==> src/rtl/hazard_ctrl.sv <==
// Pipeline hazard controller. It handles load-use bubbles, branch flushes, memory-wait
// freezes, halt drain sequencing, a memory watchdog and a saturating stall counter.
module hazard_ctrl (
    input  logic        clk,
    input  logic        rst,
    input  logic [3:0]  id_opcode,
    input  logic [3:0]  id_rs_reg,
    input  logic [3:0]  id_rt_reg,
    input  logic        id_uses_rt,
    input  logic [3:0]  ex_opcode,
    input  logic [3:0]  ex_rd,
    input  logic        ex_WriteReg,
    input  logic        branch_taken,
    input  logic        mem_req,
    input  logic        mem_ready,
    output logic        pc_wen,
    output logic        if_id_wen,
    output logic        if_id_flush,
    output logic        id_ex_stall_n,
    output logic        id_ex_flush,
    output logic        ex_mem_wen,
    output logic        halted,
    output logic        mem_timeout,
    output logic [15:0] stall_count
);

    typedef enum logic [1:0] {RUN, MEMWAIT, DRAIN, HALTED} state_e;

    localparam logic [3:0] OP_LW  = 4'b1000;
    localparam logic [3:0] OP_HLT = 4'b1111;

    state_e      state_q, state_d;
    logic [1:0]  drain_q, drain_d;
    logic [7:0]  wd_q, wd_d;
    logic        timeout_q, timeout_d;
    logic [15:0] stall_q, stall_d;

    logic mem_stall;
    logic load_use;
    logic wd_hit;

    assign mem_stall = mem_req & ~mem_ready;
    assign load_use  = (ex_opcode == OP_LW) & ex_WriteReg & (ex_rd != 4'd0) &
                       ((ex_rd == id_rs_reg) | (id_uses_rt & (ex_rd == id_rt_reg)));

    // The 255th MEMWAIT cycle is the one entered with the watchdog already at 254.
    assign wd_hit = (state_q == MEMWAIT) & (wd_q == 8'd254);

    always_comb begin
        // NOTE: every output and next-state value is defaulted first with blocking
        // assignments, so no path through the case below can infer a latch.
        state_d       = state_q;
        drain_d       = drain_q;
        wd_d          = wd_q;
        pc_wen        = 1'b1;
        if_id_wen     = 1'b1;
        id_ex_stall_n = 1'b1;
        ex_mem_wen    = 1'b1;
        if_id_flush   = 1'b0;
        id_ex_flush   = 1'b0;
        halted        = 1'b0;

        if (!rst) begin
            unique case (state_q)
                RUN: begin
                    if (mem_stall) begin
                        pc_wen        = 1'b0;
                        if_id_wen     = 1'b0;
                        id_ex_stall_n = 1'b0;
                        ex_mem_wen    = 1'b0;
                        state_d       = MEMWAIT;
                        wd_d          = 8'd0;
                    end else if (load_use) begin
                        pc_wen      = 1'b0;
                        if_id_wen   = 1'b0;
                        id_ex_flush = 1'b1;
                    end else if (branch_taken) begin
                        if_id_flush = 1'b1;
                    end else if (id_opcode == OP_HLT) begin
                        pc_wen      = 1'b0;
                        if_id_flush = 1'b1;
                        state_d     = DRAIN;
                        drain_d     = 2'd0;
                    end
                end

                MEMWAIT: begin
                    if (!mem_ready) begin
                        pc_wen        = 1'b0;
                        if_id_wen     = 1'b0;
                        id_ex_stall_n = 1'b0;
                        ex_mem_wen    = 1'b0;
                        if (wd_q != 8'hFF) wd_d = wd_q + 8'd1;
                    end else begin
                        // The release cycle may still need a load-use bubble.
                        state_d = RUN;
                        wd_d    = 8'd0;
                        if (load_use) begin
                            pc_wen      = 1'b0;
                            if_id_wen   = 1'b0;
                            id_ex_flush = 1'b1;
                        end
                    end
                end

                DRAIN: begin
                    pc_wen      = 1'b0;
                    if_id_flush = 1'b1;
                    if (mem_stall) begin
                        if_id_wen     = 1'b0;
                        id_ex_stall_n = 1'b0;
                        ex_mem_wen    = 1'b0;
                    end else begin
                        drain_d = drain_q + 2'd1;
                        if (drain_q == 2'd2) state_d = HALTED;
                    end
                end

                HALTED: begin
                    pc_wen        = 1'b0;
                    if_id_wen     = 1'b0;
                    id_ex_stall_n = 1'b0;
                    ex_mem_wen    = 1'b0;
                    halted        = 1'b1;
                end

                default: state_d = RUN;
            endcase
        end
    end

    assign timeout_d   = timeout_q | wd_hit;
    assign mem_timeout = timeout_q | wd_hit;
    assign stall_count = stall_q;

    always_comb begin
        stall_d = stall_q;
        if (!pc_wen && (state_q != HALTED) && (stall_q != 16'hFFFF))
            stall_d = stall_q + 16'd1;
    end

    // NOTE: state registers use non-blocking assignments so every flop samples
    // pre-edge values, independent of the order the blocks are evaluated in.
    always_ff @(posedge clk or posedge rst) begin
        if (rst) begin
            state_q   <= RUN;
            drain_q   <= 2'd0;
            wd_q      <= 8'd0;
            timeout_q <= 1'b0;
            stall_q   <= 16'd0;
        end else begin
            state_q   <= state_d;
            drain_q   <= drain_d;
            wd_q      <= wd_d;
            timeout_q <= timeout_d;
            stall_q   <= stall_d;
        end
    end

endmodule
==> config.mk <==
export PLATFORM = sky130hd
export DESIGN_NAME = hazard_ctrl
export DESIGN_NICKNAME = d
export VERILOG_FILES = /design/src/rtl/hazard_ctrl.sv
export SDC_FILE = /design/constraint.sdc
export NUM_CORES = 1
export LEC_CHECK = 0
export ABC_AREA = 1
export CORE_MARGIN = 4
export CORE_UTILIZATION = 45
export CTS_CLUSTER_DIAMETER = 200
export CTS_CLUSTER_SIZE = 14
export DETAILED_ROUTE_END_ITERATION = 10
export DONT_BUFFER_PORTS = 1
export PLACE_DENSITY_LB_ADDON = 0.05
export SYNTH_ARGS = -nofsm -noshare
export SYNTH_HDL_FRONTEND = slang
export SYNTH_SLANG_ARGS = --single-unit
export TNS_END_PERCENT = 30
==> constraint.sdc <==
create_clock -name clk -period 1.88 [get_ports clk]
set_input_delay 0.282 -clock clk [delete_from_list [all_inputs] [get_ports clk]]
set_output_delay 0.282 -clock clk [all_outputs]
set_load 0.005 [all_outputs]
==> metrics.txt <==
status=complete, no violations; Global Route Usage Sum=between 10% and 20%; Port Buffer Count=0; startpoint types=flop; #FFs+latches synth=29; crit path cell chain=inv_4 > ha_4 > buf_6 > nor2_2 > o311ai_2 > buf_4; ys async rst share=100%; Synth top area share=33.9%; RSZ-0062 raised after global routing=true; HP Class=in -> reg; GPL Wtd Cong=roughly 0.81; fin. max-slew vios=0; LEAKAGE=1.27 nW; vias per cell=5.35; pre-CTS setup slack=0.0308 ns; CP Max Fanout=4; critical path class=reg -> out; count leader, synth=nand2_1; ANT nets after route=0; EDFF count, synth=0; area added between synthesis and finish=18.2%; clock root buffer=clkbuf_8; clock slew seen by the registers of the worst setup and hold paths=roughly 0.06 ns; Final Hold Fails=0; Core Region=4470 sq um; register area=approximately 730 sq um; die span in y=77.0 um; Setup crit end kind=primary output; Initial Util=47.8%; Worst-Skew Late Latency=0.28 ns; Slew HR=75.2%; smallest hold slack=~0.33 ns; total power=1.22 mW; Distinct cells, synth=35; final wirelength=5.13 mm; vias=2024; Num CTS Buffers=5; routed len/inst=roughly 14 um; warnings from Yosys=0; most common library cells after synthesis=80 x nand2_1, 42 x inv_1, 33 x nor2_1, 29 x dfrtp_1, 28 x nand4_1; Fillers=450; fin area=2530 sq um; Mapped Nets=334; crit share post-route=99.4%; Critical Path AT=1.59 ns; Seq/Total Area, Yosys=around 34%; CTS tree=done; slowest CP cell=dfrtp_2; Die ar.=5920 sq um; num rows=24; HPWL after detailed placement=3.79 mm; top_reg_cell synth=dfrtp_1; first-pass GRT wire length=around 8.7 mm; setup_tns=0 ns; Worst Path Required=~1.6 ns; vias in the first global route=1927; clk sinks=29; I/O pin total=51; DR pass1 iterations=5; maxcap violations=0; min Tclk post-route=1.87 ns; Final WS setup=0.0112 ns; final number of setup-violating endpoints=0; area post-placement=between 2000 and 2500 sq um; width of the die=77.0 um; Multi-input gate area=1280 sq um; initial antenna violation count=0; post-synthesis cell area=2140 sq um; H-tree levels=2; DR DRC count=0; synth top area cells=dfrtp_1 34%, nand2_1 14%, nand4_1 8.2%, inv_1 7.4%, nor2_1 5.8%; layout cells sized above 1=a little over a fifth; largest stage delay on the critical path=0.46 ns; global route overflow=0; Clock Skew=0.00720 ns; FMAX=535 MHz; n_diodes=0; Nets=361; largest net degree at the start of global routing=23; mean area per synthesized cell=between 7 and 8 sq um; PwrDens=slightly below 500 nW/um^2; deepest clock path buffer count=2; Max VDD drop=0.289 mV; Worst-Margin Slew=around 0.37 ns; leading area contributor after synthesis=dfrtp_1; DR iter-0 viols=between 100 and 150; Post-Synthesis Cells=298
==> registers in the layout, summed over array words and instances (netlist names) <==
name and count:
drain_q 2, state_q 2, wd_q 8, stall_count 16, timeout_q 1
==> through the flow <==
stage               cells  util (%)
detailed placement    364      51.5
global route          378      56.5
CTS                   377      54.5
finish                378      56.5
floorplan             298         -
global placement      364      51.5
==> logic make-up after synthesis <==
logic type | Yosys count | share of synthesized area, %
and+or+nand+nor | 170 | 38.0
buffers and inverters | 53 | 10.4
DFF | 29 | 33.9
AOI/OAI and AO/OA | 25 | 7.60
xor gates and xnor gates | 12 | 4.91
adders and majority gates | 9 | 5.26
==> cell type report <==
type,count,area share [%]
Multi-Input combinational cell,216,50.4
Sequential cell,29,28.7
Timing Repair Buffer,25,7.67
Inverter,48,7.32
Clock buffer,6,2.87
Tap cell,52,2.57
Clock inverter,2,0.396
==> final timing paths <==
path | startpoint | endpoint | slack [ns] | cells after the start
worst max-delay path | state_q[0] | id_ex_stall_n | 0.01 | 6
worst min-delay path | mem_req | state_q[0] | 0.33 | 4
worst max register to register | state_q[0] | wd_q[6] | 0.08 | 11
worst min register to register | drain_q[0] | drain_q[0] | 0.49 | 2
max in group asynchronous | rst | stall_count[8] | 0.91 | 3
min in group asynchronous | rst | drain_q[1] | 0.38 | 2
==> critical path: cells and delay by family (launching register included) <==
family,cells,cell delay [ns]
flip-flops,1,0.46
AND/OR/NAND/NOR,1,0.04
buffers and inverters,3,0.37
adder cells (fa/ha/maj),1,0.17
AO/OA/AOI/OAI,1,0.26
==> power breakdown <==
| group | switching, mW | leakage, nW | total (mW) | internal, mW |
|---|---|---|---|---|
| logic | 0.0568 | 0.854 | 0.0914 | 0.0346 |
| registers | 0.00405 | 0.370 | 0.634 | 0.630 |
| clock network | 0.238 | 0.0450 | 0.494 | 0.256 |
==> cells in the final DEF (no fill, tap or decap), types with 2 or more instances in the layout <==
| cell | n |
|---|---|
| nand4_1 | 28 |
| nand3_1 | 8 |
| clkinv_2 | 2 |
| clkbuf_8 | 5 |
| inv_1 | 39 |
| nor2_4 | 4 |
| inv_4 | 2 |
| nor3_1 | 7 |
| ha_4 | 3 |
| nor2_1 | 29 |
| ha_1 | 6 |
| a21oi_1 | 5 |
| inv_2 | 7 |
| dfrtp_1 | 28 |
| o311ai_2 | 2 |
| buf_4 | 23 |
| nand3_2 | 2 |
| nor2_2 | 3 |
| nand2_1 | 77 |
| o21ai_0 | 10 |
| xor2_1 | 11 |
| nand2_2 | 6 |
==> layer usage <==
metal / up-vias / track usage, % / wire length (um)
li1: 1024 / - / -
met1: 926 / 23.6 / 2380
met2: 72 / 28.4 / 2340
met3: 2 / 5.15 / 384
met4: 0 / 5.25 / 25
met5: - / 0 / 0
==> timing repair <==
| item | CTS | global route |
|---|---|---|
| resized for setup | 6 | 22 |
| pin swaps | 3 | 4 |
| buffers inserted | 4 | 1 |
| hold buffers | 1 | 0 |
| setup endpoints to repair | 6 | 12 |
| gates cloned | 0 | 0 |
| hold endpoints to repair | 3 | 0 |
Power figures use the tool's default switching activity.
